===== src/rtl/pipeline_pkg.sv =====
`default_nettype none
// ============================================================================
// Module   : pipeline_pkg
// Purpose  : Shared types for the pipeline control logic. Holds the
//            hazard-controller state encoding, the bundle of pipeline-register
//            control strobes, and the canonical control patterns.
// Ports    : none (package)
// Revision : 1.0 - initial release
// ============================================================================
package pipeline_pkg;

  typedef enum logic [0:0] {
    S_RUN      = 1'b0,
    S_MEM_WAIT = 1'b1
  } pipe_state_e;

  // Control strobes for the PC and the four inter-stage registers.
  typedef struct packed {
    logic pc_write_en;
    logic pc_sel_branch;
    logic if_id_write_en;
    logic if_id_flush;
    logic id_ex_write_en;
    logic id_ex_bubble;
    logic ex_mem_write_en;
    logic mem_wb_write_en;
  } hazard_ctrl_t;

  // Everything frozen: reset and memory stall.
  localparam hazard_ctrl_t c_CTRL_HOLD     = 8'b0000_0000;
  // Normal advance of every register.
  localparam hazard_ctrl_t c_CTRL_RUN      = 8'b1010_1011;
  // Redirect PC and squash the two younger slots in one cycle.
  localparam hazard_ctrl_t c_CTRL_BRANCH   = 8'b1111_1111;
  // Hold PC and IF/ID, insert one bubble into ID/EX, let the back end drain.
  localparam hazard_ctrl_t c_CTRL_LOAD_USE = 8'b0000_1111;

endpackage
`default_nettype wire


===== src/rtl/sat_counter.sv =====
`default_nettype none
// ============================================================================
// Module   : sat_counter
// Purpose  : Up-counter that sticks at all-ones instead of wrapping.
// Ports    : clk     - clock
//            i_clear - synchronous clear (wins over i_inc)
//            i_inc   - count one event this cycle
//            o_q     - current count
// Revision : 1.0 - initial release
// ============================================================================
module sat_counter #(
  parameter int W = 16
) (
  input  logic         clk,
  input  logic         i_clear,
  input  logic         i_inc,
  output logic [W-1:0] o_q
);

  logic [W-1:0] r_q;

  always_ff @(posedge clk) begin
    if (i_clear) begin
      r_q <= '0;
    end else if (i_inc && (r_q != '1)) begin
      r_q <= r_q + 1'b1;
    end
  end

  assign o_q = r_q;

endmodule
`default_nettype wire


===== src/rtl/pipeline_hazard_ctrl.sv =====
`default_nettype none
// ============================================================================
// Module   : pipeline_hazard_ctrl
// Purpose  : Central stall/flush controller for the 5-stage pipeline. Control
//            strobes are a combinational function of state and inputs; memory
//            wait tracking, the sticky timeout flag and the stall/flush
//            performance counters are registered.
// Ports    : clk, rst              - clock, synchronous active-high reset
//            i_id_rs1/2, i_id_uses_rs1/2 - source operands of the ID instr
//            i_ex_rd, i_ex_mem_read, i_ex_rf_write_en - EX instr destination
//            i_ex_branch_taken     - EX resolved a taken branch/jump
//            i_mem_busy            - data memory not ready
//            o_*_write_en/flush/bubble, o_pc_sel_branch - register controls
//            o_mem_timeout         - sticky long-busy flag
//            o_stall_cycles, o_flush_count - saturating event counters
// Revision : 1.0 - initial release
// ============================================================================
module pipeline_hazard_ctrl
  import pipeline_pkg::*;
#(
  parameter int REG_ADDR_LEN = 3,
  parameter int CNT_W        = 16,
  parameter int MEM_TIMEOUT  = 255
) (
  input  logic                    clk,
  input  logic                    rst,
  input  logic [REG_ADDR_LEN-1:0] i_id_rs1,
  input  logic [REG_ADDR_LEN-1:0] i_id_rs2,
  input  logic                    i_id_uses_rs1,
  input  logic                    i_id_uses_rs2,
  input  logic [REG_ADDR_LEN-1:0] i_ex_rd,
  input  logic                    i_ex_mem_read,
  input  logic                    i_ex_rf_write_en,
  input  logic                    i_ex_branch_taken,
  input  logic                    i_mem_busy,
  output logic                    o_pc_write_en,
  output logic                    o_pc_sel_branch,
  output logic                    o_if_id_write_en,
  output logic                    o_if_id_flush,
  output logic                    o_id_ex_write_en,
  output logic                    o_id_ex_bubble,
  output logic                    o_ex_mem_write_en,
  output logic                    o_mem_wb_write_en,
  output logic                    o_mem_timeout,
  output logic [CNT_W-1:0]        o_stall_cycles,
  output logic [CNT_W-1:0]        o_flush_count
);

  localparam int                  c_WAIT_W   = $clog2(MEM_TIMEOUT + 1);
  localparam logic [c_WAIT_W-1:0] c_WAIT_MAX = c_WAIT_W'(MEM_TIMEOUT);

  pipe_state_e         r_state;
  pipe_state_e         w_state_next;
  logic [c_WAIT_W-1:0] r_wait_cnt;
  logic [c_WAIT_W-1:0] w_wait_next;
  logic                r_mem_timeout;
  logic                w_timeout_next;
  hazard_ctrl_t        w_ctrl;
  logic                w_load_use;
  logic                w_stall_inc;
  logic                w_flush_inc;

  // R0 is hardwired zero, so a load targeting it can never feed ID.
  assign w_load_use = i_ex_mem_read & i_ex_rf_write_en & (i_ex_rd != '0) &
                      ((i_id_uses_rs1 & (i_id_rs1 == i_ex_rd)) |
                       (i_id_uses_rs2 & (i_id_rs2 == i_ex_rd)));

  always_comb begin
    w_ctrl         = c_CTRL_RUN;
    w_state_next   = S_RUN;
    w_wait_next    = '0;
    w_timeout_next = r_mem_timeout;
    w_stall_inc    = 1'b0;
    w_flush_inc    = 1'b0;
    if (rst) begin
      w_ctrl         = c_CTRL_HOLD;
      w_timeout_next = 1'b0;
    end else if (i_mem_busy) begin
      w_ctrl       = c_CTRL_HOLD;
      w_state_next = S_MEM_WAIT;
      w_stall_inc  = 1'b1;
      // w_wait_next is the length of the busy run including this cycle.
      if (r_state == S_RUN) begin
        w_wait_next = c_WAIT_W'(1);
      end else if (r_wait_cnt != c_WAIT_MAX) begin
        w_wait_next = r_wait_cnt + 1'b1;
      end else begin
        w_wait_next = r_wait_cnt;
      end
      if (w_wait_next == c_WAIT_MAX) begin
        w_timeout_next = 1'b1;
      end
    end else if (i_ex_branch_taken) begin
      // A branch held in EX across a memory stall lands here on the first
      // non-busy cycle, whichever state we are leaving.
      w_ctrl      = c_CTRL_BRANCH;
      w_flush_inc = 1'b1;
    end else if (w_load_use) begin
      w_ctrl      = c_CTRL_LOAD_USE;
      w_stall_inc = 1'b1;
    end
  end

  always_ff @(posedge clk) begin
    if (rst) begin
      r_state       <= S_RUN;
      r_wait_cnt    <= '0;
      r_mem_timeout <= 1'b0;
    end else begin
      r_state       <= w_state_next;
      r_wait_cnt    <= w_wait_next;
      r_mem_timeout <= w_timeout_next;
    end
  end

  sat_counter #(.W(CNT_W)) u_stall_cnt (
    .clk     (clk),
    .i_clear (rst),
    .i_inc   (w_stall_inc),
    .o_q     (o_stall_cycles)
  );

  sat_counter #(.W(CNT_W)) u_flush_cnt (
    .clk     (clk),
    .i_clear (rst),
    .i_inc   (w_flush_inc),
    .o_q     (o_flush_count)
  );

  assign o_pc_write_en     = w_ctrl.pc_write_en;
  assign o_pc_sel_branch   = w_ctrl.pc_sel_branch;
  assign o_if_id_write_en  = w_ctrl.if_id_write_en;
  assign o_if_id_flush     = w_ctrl.if_id_flush;
  assign o_id_ex_write_en  = w_ctrl.id_ex_write_en;
  assign o_id_ex_bubble    = w_ctrl.id_ex_bubble;
  assign o_ex_mem_write_en = w_ctrl.ex_mem_write_en;
  assign o_mem_wb_write_en = w_ctrl.mem_wb_write_en;
  assign o_mem_timeout     = r_mem_timeout;

endmodule
`default_nettype wire


===== config.mk =====
export PLATFORM = sky130hd
export DESIGN_NAME = pipeline_hazard_ctrl
export DESIGN_NICKNAME = d
export VERILOG_FILES = /design/src/rtl/pipeline_pkg.sv /design/src/rtl/sat_counter.sv /design/src/rtl/pipeline_hazard_ctrl.sv
export SDC_FILE = /design/constraint.sdc
export NUM_CORES = 1
export LEC_CHECK = 0
export CAP_MARGIN = 20
export CORE_MARGIN = 2
export CORE_UTILIZATION = 43
export CTS_CLUSTER_SIZE = 20
export DETAILED_ROUTE_END_ITERATION = 10
export PLACE_DENSITY = 0.73
export SLEW_MARGIN = 20
export SYNTH_ARGS = -nofsm -noshare
export SYNTH_HDL_FRONTEND = slang
export SYNTH_SLANG_ARGS = --single-unit

===== constraint.sdc =====
create_clock -name clk -period 1.9 [get_ports clk]
set_input_delay 0.19 -clock clk [delete_from_list [all_inputs] [get_ports clk]]
set_output_delay 0.19 -clock clk [all_outputs]
set_load 0.01 [all_outputs]

==> results of run 1 <==
-- cell usage after synthesis (4+ instances only) --
library cell / count / area share (%)
dfxtp_1: 42 / 39
nor2_1: 37 / 6.5
nand2_1: 17 / 3.0
nand3_1: 16 / 3.7
xnor2_1: 14 / 5.7
xor2_1: 13 / 5.3
o21ai_0: 10 / 2.3
nand4_1: 9 / 2.6
a21oi_1: 7 / 1.6
and4_1: 7 / 2.9
clkbuf_1: 7 / 1.2
or4_1: 7 / 2.5
nor2b_1: 6 / 1.8
nor3_1: 6 / 1.4
and3_1: 4 / 1.2
buf_4: 4 / 1.4
mux2i_1: 4 / 1.9
o21a_1: 4 / 1.4
-- sequential cells by signal, indices dropped and copies added (netlist names) --
register,flops
o_mem_timeout,1
r_state,1
u_flush_cnt.o_q,16
u_stall_cnt.o_q,16
r_wait_cnt,8
-- layout make-up --
class | instances | area, um2 | share of cell area (%)
clock inverter | 1 | 30.0 | 0.922
tap | 67 | 83.8 | 2.57
clock buffer | 7 | 76.3 | 2.34
timing repair buffer | 105 | 912 | 28.0
inverter | 3 | 11.3 | 0.346
multi-input combinational | 195 | 1290 | 39.7
sequential | 42 | 851 | 26.1
-- what timing repair did --
item	4_1_cts	5_1_grt
setup buffers	5	4
hold buffers	0	0
resized for setup	20	20
pin swaps	11	8
gates cloned	0	1
endpoints found under the setup margin	13	15
-- metal layers --
metal	track usage, %	routed length, um	share of wire (%)	vias to the layer above
met2	34.5	2820	50	57
met3	5.09	280	4.9	12
met1	25.7	2450	43	1035
li1	-	-	-	1099
met4	7.74	112	2.0	0
met5	0	0	0	-
-- power groups by stage --
stage | combinational, uW | sequential [uW] | clock, uW
floorplan | 71.7 | 923 | 0
CTS | 175 | 898 | 717
detailed placement | 175 | 919 | 0
global route | 198 | 900 | 755
finish | 185 | 898 | 697
global placement | 171 | 919 | 0
-- layout by cell type, fill, tap and decap left out, types with 3 or more instances in the layout --
master / n
a21oi_1: 7
o21a_1: 4
inv_1: 3
buf_4: 44
clkdlybuf4s50_1: 44
nor2_1: 36
dfxtp_1: 38
nand2_1: 17
xor2_1: 13
nand4_1: 9
clkbuf_8: 5
nor2b_1: 6
buf_6: 3
dlygate4sd2_1: 8
xnor2_1: 14
a31oi_1: 3
nand3_1: 15
o21ai_0: 10
o211ai_1: 3
or4_1: 6
and4_1: 7
nor3_1: 5
and3_1: 4
o31ai_1: 3
clkbuf_2: 3
mux2i_1: 4
-- cells by family after synthesis --
| logic type | after synthesis | share of synthesized area, % |
|---|---|---|
| compound gates | 38 | 12.0 |
| fa+ha+maj | 3 | 1.75 |
| xor+xnor | 27 | 11.0 |
| flops | 42 | 39.2 |
| mux | 7 | 3.44 |
| simple gates | 120 | 29.2 |
| buf+inv | 15 | 3.38 |
-- worst max-delay path by stage --
stage | startpoint | endpoint | slack, ps | cells after the start
finish | u_stall_cnt.o_q[0]$_SDFFE_PP0P_ | u_stall_cnt.o_q[5]$_SDFFE_PP0P_ | 8 | 7
global route | u_stall_cnt.o_q[1]$_SDFFE_PP0P_ | u_stall_cnt.o_q[1]$_SDFFE_PP0P_ | -80 | 9
CTS | u_stall_cnt.o_q[0]$_SDFFE_PP0P_ | u_stall_cnt.o_q[1]$_SDFFE_PP0P_ | 20 | 9
detailed placement | i_ex_rd[0] | u_stall_cnt.o_q[9]$_SDFFE_PP0P_ | -570 | 7
global placement | i_ex_rd[1] | u_stall_cnt.o_q[9]$_SDFFE_PP0P_ | -500 | 7
floorplan | i_ex_rd[1] | u_stall_cnt.o_q[9]$_SDFFE_PP0P_ | 3 | 6
-- worst min-delay path, delay by kind of cell (launching register included) --
| kind | cells | cell delay (ps) |
|---|---|---|
| flops | 1 | 320 |
| compound gates | 1 | 50 |
| buf+inv | 1 | 50 |
-- through the flow --
step	area (um2)	power, uW	utilization (%)
after floorplan	2160	995	-
after global placement	3040	1090	63.9
after detailed placement	3040	1090	63.9
after CTS	3180	1790	67.0
after global routing	3260	1850	68.5
final	3260	1780	68.5
==> results.json, run 1 <==
{
  "rows": 25,
  "setup_ws_ps": 7.68,
  "yosys_warnings": 0,
  "coreArea_mm2": 0.00475,
  "reg2reg_to": "u_stall_cnt.o_q[5]$_SDFFE_PP0P_",
  "layout.cells.non_filler": 420,
  "grt_start_max_net_pins": 23,
  "postRouteWirelength_mm": 5.67,
  "switching_power_uw": 397,
  "p_comb_share_pct": 10.4,
  "fill_cells": 431,
  "antenna_found_initial": 0,
  "post-place-ws_ps": -574,
  "io_buffers": 57,
  "grt_overflow": 0,
  "synth_ff_type": "dfxtp_1",
  "grt_pass1_vias": 2049,
  "start_kind": "register",
  "fmax_mhz": 528,
  "seqPwrFrac_pct": 50.4,
  "grt_pass1_wl_mm": 8.94,
  "cts_tree": "built",
  "clock-root-buffer": "clkbuf_8",
  "swShare_pct": 22.3,
  "drv_slew": 0,
  "vias_per_cell": 5.25,
  "yosysSeqAreaShare_pct": 39.2,
  "path_max_fanout": 5,
  "drive_above_1_share_pct": 22.1,
  "reg2reg_from": "u_stall_cnt.o_q[0]$_SDFFE_PP0P_",
  "ys_types": 42,
  "place_congestion": 0.898,
  "max_stage_delay_ps": 370,
  "worstSetupPathType": "reg -> reg",
  "outcome": "finished, final reports clean",
  "first_pass_iters": 4,
  "clk-insertion-delay-late_ps": 290,
  "grt_use_total_pct": 20.6,
  "fin_nets": 372,
  "pwr_density_cell_mw_per_mm2": 547,
  "die_area_mm2": 0.00557,
  "maxCapViolations": 0,
  "cp_cell_sequence": "ha_2 > nand4_1 > nor3b_2 > nand3_2 > buf_4 > and4_1 > mux2_4",
  "netlist_area_mm2": 0.00214,
  "htree_levels": 2,
  "crit_arrival_ps": 2080,
  "die_h_um": 74.6,
  "worstHoldStart": "o_mem_timeout$_SDFFE_PP0P_",
  "hold_ws_ps": 460,
  "period_needed_ps": 1890,
  "max_slew.worst_pin.slew_ps": 303,
  "min_path_cells": 2,
  "hold_viol": 0,
  "setup-violations-final": 0,
  "synth_edf_count": 0,
  "internal_power_uw": 1380,
  "drc": 0,
  "hold_end": "o_mem_timeout$_SDFFE_PP0P_",
  "p_leak_uw": 0.00123,
  "hold_class": "reg -> reg",
  "die_w_um": 74.6,
  "pwr-share-clk_pct": 39.2,
  "cts.clk_slew.worst_paths_ps": 80,
  "async_reset_ff_share_pct": 0,
  "cts_buffers": 5,
  "clkSinkCount": 42,
  "ioPinCount": 58,
  "ant_nets": 0,
  "min_period_over_period_pct": 99.6,
  "peakVddDrop_uv": 378,
  "ff2ff_path_depth": 7,
  "vias": 2203,
  "area_growth_syn_to_layout_pct": 51.8,
  "dpl.hpwl_mm": 3.94,
  "crit_buf_inv": 1,
  "crit_family": "simple AND/OR/NAND/NOR gates",
  "end_kind": "register",
  "clock-skew-final_ps": 5.60,
  "num_antenna_cells": 0,
  "slew_headroom_pct": 79.8,
  "drt_iter0_drc": 95,
  "cts_buffer_depth": 2,
  "dpl.cell_count": 402,
  "synthesis.nets": 272,
  "detail_route.wl_per_cell_um": 13.5,
  "reg2reg_slack_ps": 8,
  "syn_avg_cell_area_um2": 8.51,
  "finalSetupTns_ps": 0,
  "synth-seq-cells": 42,
  "cp.required_ps": 2090,
  "initial_utilization_pct": 45.1,
  "cp_slowest_cell": "dfxtp_4",
  "syn_inst": 252
}
Power figures use the tool's default switching activity.
==> run 2: changes to the inputs <==
- CORE_UTILIZATION: 43 -> 45
- CTS_BUF_LIST: not set -> sky130_fd_sc_hd__clkbuf_8
- PLACE_DENSITY: 0.73 -> 0.76
- SKIP_CTS_REPAIR_TIMING: not set -> 1
==> run 2 against run 1 <==
  * The run now ends with setup timing left
  * Global-route usage is 0.30 points lower
  * Sequential cell count stayed put
  * Worst hold slack better by 9.4 ps
  * Sequential share of layout area is 0.72 points higher
  * Register-to-register slack hardly changed
  * Non-clock buffer count is 12 lower
  * Combinational power is 3% lower
  * Core utilization is 0.29 points lower
  * Power is 1.1% higher
  * Critical path depth is 1 lower
  * First-iteration DRC count is 36% lower
==> results.json, run 2 (synthesis results as in run 1) <==
{
  "initial_utilization_pct": 46.0,
  "ioPinCount": 58,
  "pwr_density_cell_mw_per_mm2": 566,
  "layout.cells.non_filler": 395,
  "clock-skew-final_ps": 3.33,
  "path_max_fanout": 3,
  "dpl.cell_count": 382,
  "first_pass_iters": 4,
  "cts.clk_slew.worst_paths_ps": 80,
  "peakVddDrop_uv": 405,
  "grt_pass1_wl_mm": 8.58,
  "cts_buffers": 5,
  "setup_ws_ps": -11.0,
  "maxCapViolations": 0,
  "final_core_util_pct": 68.2,
  "num_antenna_cells": 0,
  "swShare_pct": 23.5,
  "mostFrequentLayoutCells": "clkdlybuf4s50_1, dfxtp_1, nor2_1",
  "die_area_mm2": 0.00533,
  "coreArea_mm2": 0.00466,
  "fmax_mhz": 523,
  "drv_slew": 0,
  "cts_tree": "built",
  "p_comb_share_pct": 9.9,
  "pwr-share-clk_pct": 40.2,
  "outcome": "finished with violations",
  "area_growth_syn_to_layout_pct": 48.2,
  "detail_route.wl_per_cell_um": 13.5,
  "min_period_over_period_pct": 101,
  "cp.required_ps": 2100,
  "clk-insertion-delay-late_ps": 300,
  "place_congestion": 0.818,
  "drt_iter0_drc": 61,
  "internal_power_uw": 1380,
  "grt_start_max_net_pins": 24,
  "fin_nets": 360,
  "drive_above_1_share_pct": 17.6,
  "rsz0062_at_grt": "true",
  "worstSetupPathType": "in -> reg",
  "vias": 2133,
  "crit_arrival_ps": 2110,
  "io_buffers": 57,
  "fill_cells": 382,
  "die_h_um": 73.0,
  "dpl.hpwl_mm": 3.81,
  "vias_per_cell": 5.40,
  "grt_pass1_vias": 2035,
  "htree_levels": 2,
  "hold_viol": 0,
  "period_needed_ps": 1910,
  "rows": 25,
  "finalPower_uw": 1800,
  "die_w_um": 73.0,
  "grt_use_total_pct": 20.3,
  "antenna_found_initial": 0,
  "p_leak_uw": 0.00125,
  "cts_buffer_depth": 2,
  "ff_latch_area_um2": 853,
  "ant_nets": 0,
  "post-place-ws_ps": -485,
  "end_kind": "register",
  "clkSinkCount": 42,
  "violations": "setup timing",
  "multiInputGateArea_mm2": 0.00126,
  "switching_power_uw": 422,
  "start_kind": "input pin",
  "setup-violations-final": 1,
  "slew_headroom_pct": 82.0,
  "postRouteWirelength_mm": 5.31,
  "drc": 0,
  "final_common_cell": "clkdlybuf4s50_1",
  "seqPwrFrac_pct": 49.9,
  "clock-root-buffer": "clkbuf_8",
  "grt_overflow": 0,
  "hold_class": "reg -> reg",
  "max_slew.worst_pin.slew_ps": 269
}
==> run 2: changes by cell type in the layout (fill, tap and decap cells not counted), sizes merged <==
| cell | previous run | this run |
|---|---|---|
| clkinvlp | 0 | 2 |
| clkdlybuf4s50 | 44 | 45 |
| dlymetal6s2s | 1 | 11 |
| clkbuf | 10 | 5 |
| buf | 49 | 37 |
| dlygate4sd2 | 8 | 0 |
==> run 2: path summary, 6_finish.rpt <==
path	to	slack [ps]	cells past startpoint	startpoint
worst min-delay path	o_mem_timeout$_SDFFE_PP0P_	470	2	o_mem_timeout$_SDFFE_PP0P_
worst max-delay path	u_stall_cnt.o_q[9]$_SDFFE_PP0P_	-10	6	i_id_uses_rs1
worst min register to register	o_mem_timeout$_SDFFE_PP0P_	470	2	o_mem_timeout$_SDFFE_PP0P_
worst max register to register	u_stall_cnt.o_q[5]$_SDFFE_PP0P_	20	7	u_stall_cnt.o_q[0]$_SDFFE_PP0P_
==> run 2: power by group through the flow <==
stage / Clock (uW) / Combinational (uW) / Sequential (uW)
after floorplan: 0 / 71.7 / 923
after global placement: 0 / 168 / 920
after detailed placement: 0 / 172 / 921
after CTS: 741 / 173 / 900
after global routing: 772 / 195 / 899
final: 724 / 179 / 897
==> run 2: per-stage QoR <==
step           hold WS [ps]  setup TNS (ps)  area (um2)
2_1_floorplan           281               0        2160
3_5_place_dp            458           -5390        2970
4_1_cts                 470           -1720        3080
5_1_grt                 488            -306        3180
3_3_place_gp            450           -4630        2970
6_report                470           -11.0        3180
==> run 2: final cells by class <==
class                           instances  share of cell area, %
Clock buffer                            5                   2.17
Clock inverter                          3                   1.42
Inverter                                3                  0.354
Sequential cell                        42                   26.9
Timing Repair Buffer                   93                   27.3
Tap cell                               54                   2.13
Multi-Input combinational cell        195                   39.8
==> run 2: per-layer routing <==
| metal | share of wire [%] | track usage [%] |
|---|---|---|
| met3 | 4.1 | 6.49 |
| met4 | 1.5 | 6.79 |
| met2 | 49 | 35.6 |
| met1 | 45 | 23.1 |
| met5 | 0 | 0 |
==> run 2: worst max-delay path, stage by stage <==
cell and delay (ps):
clkdlybuf4s50_1 470, nand4_1 190, a211oi_4 320, o21ai_2 100
or4_1 530, mux2_4 310
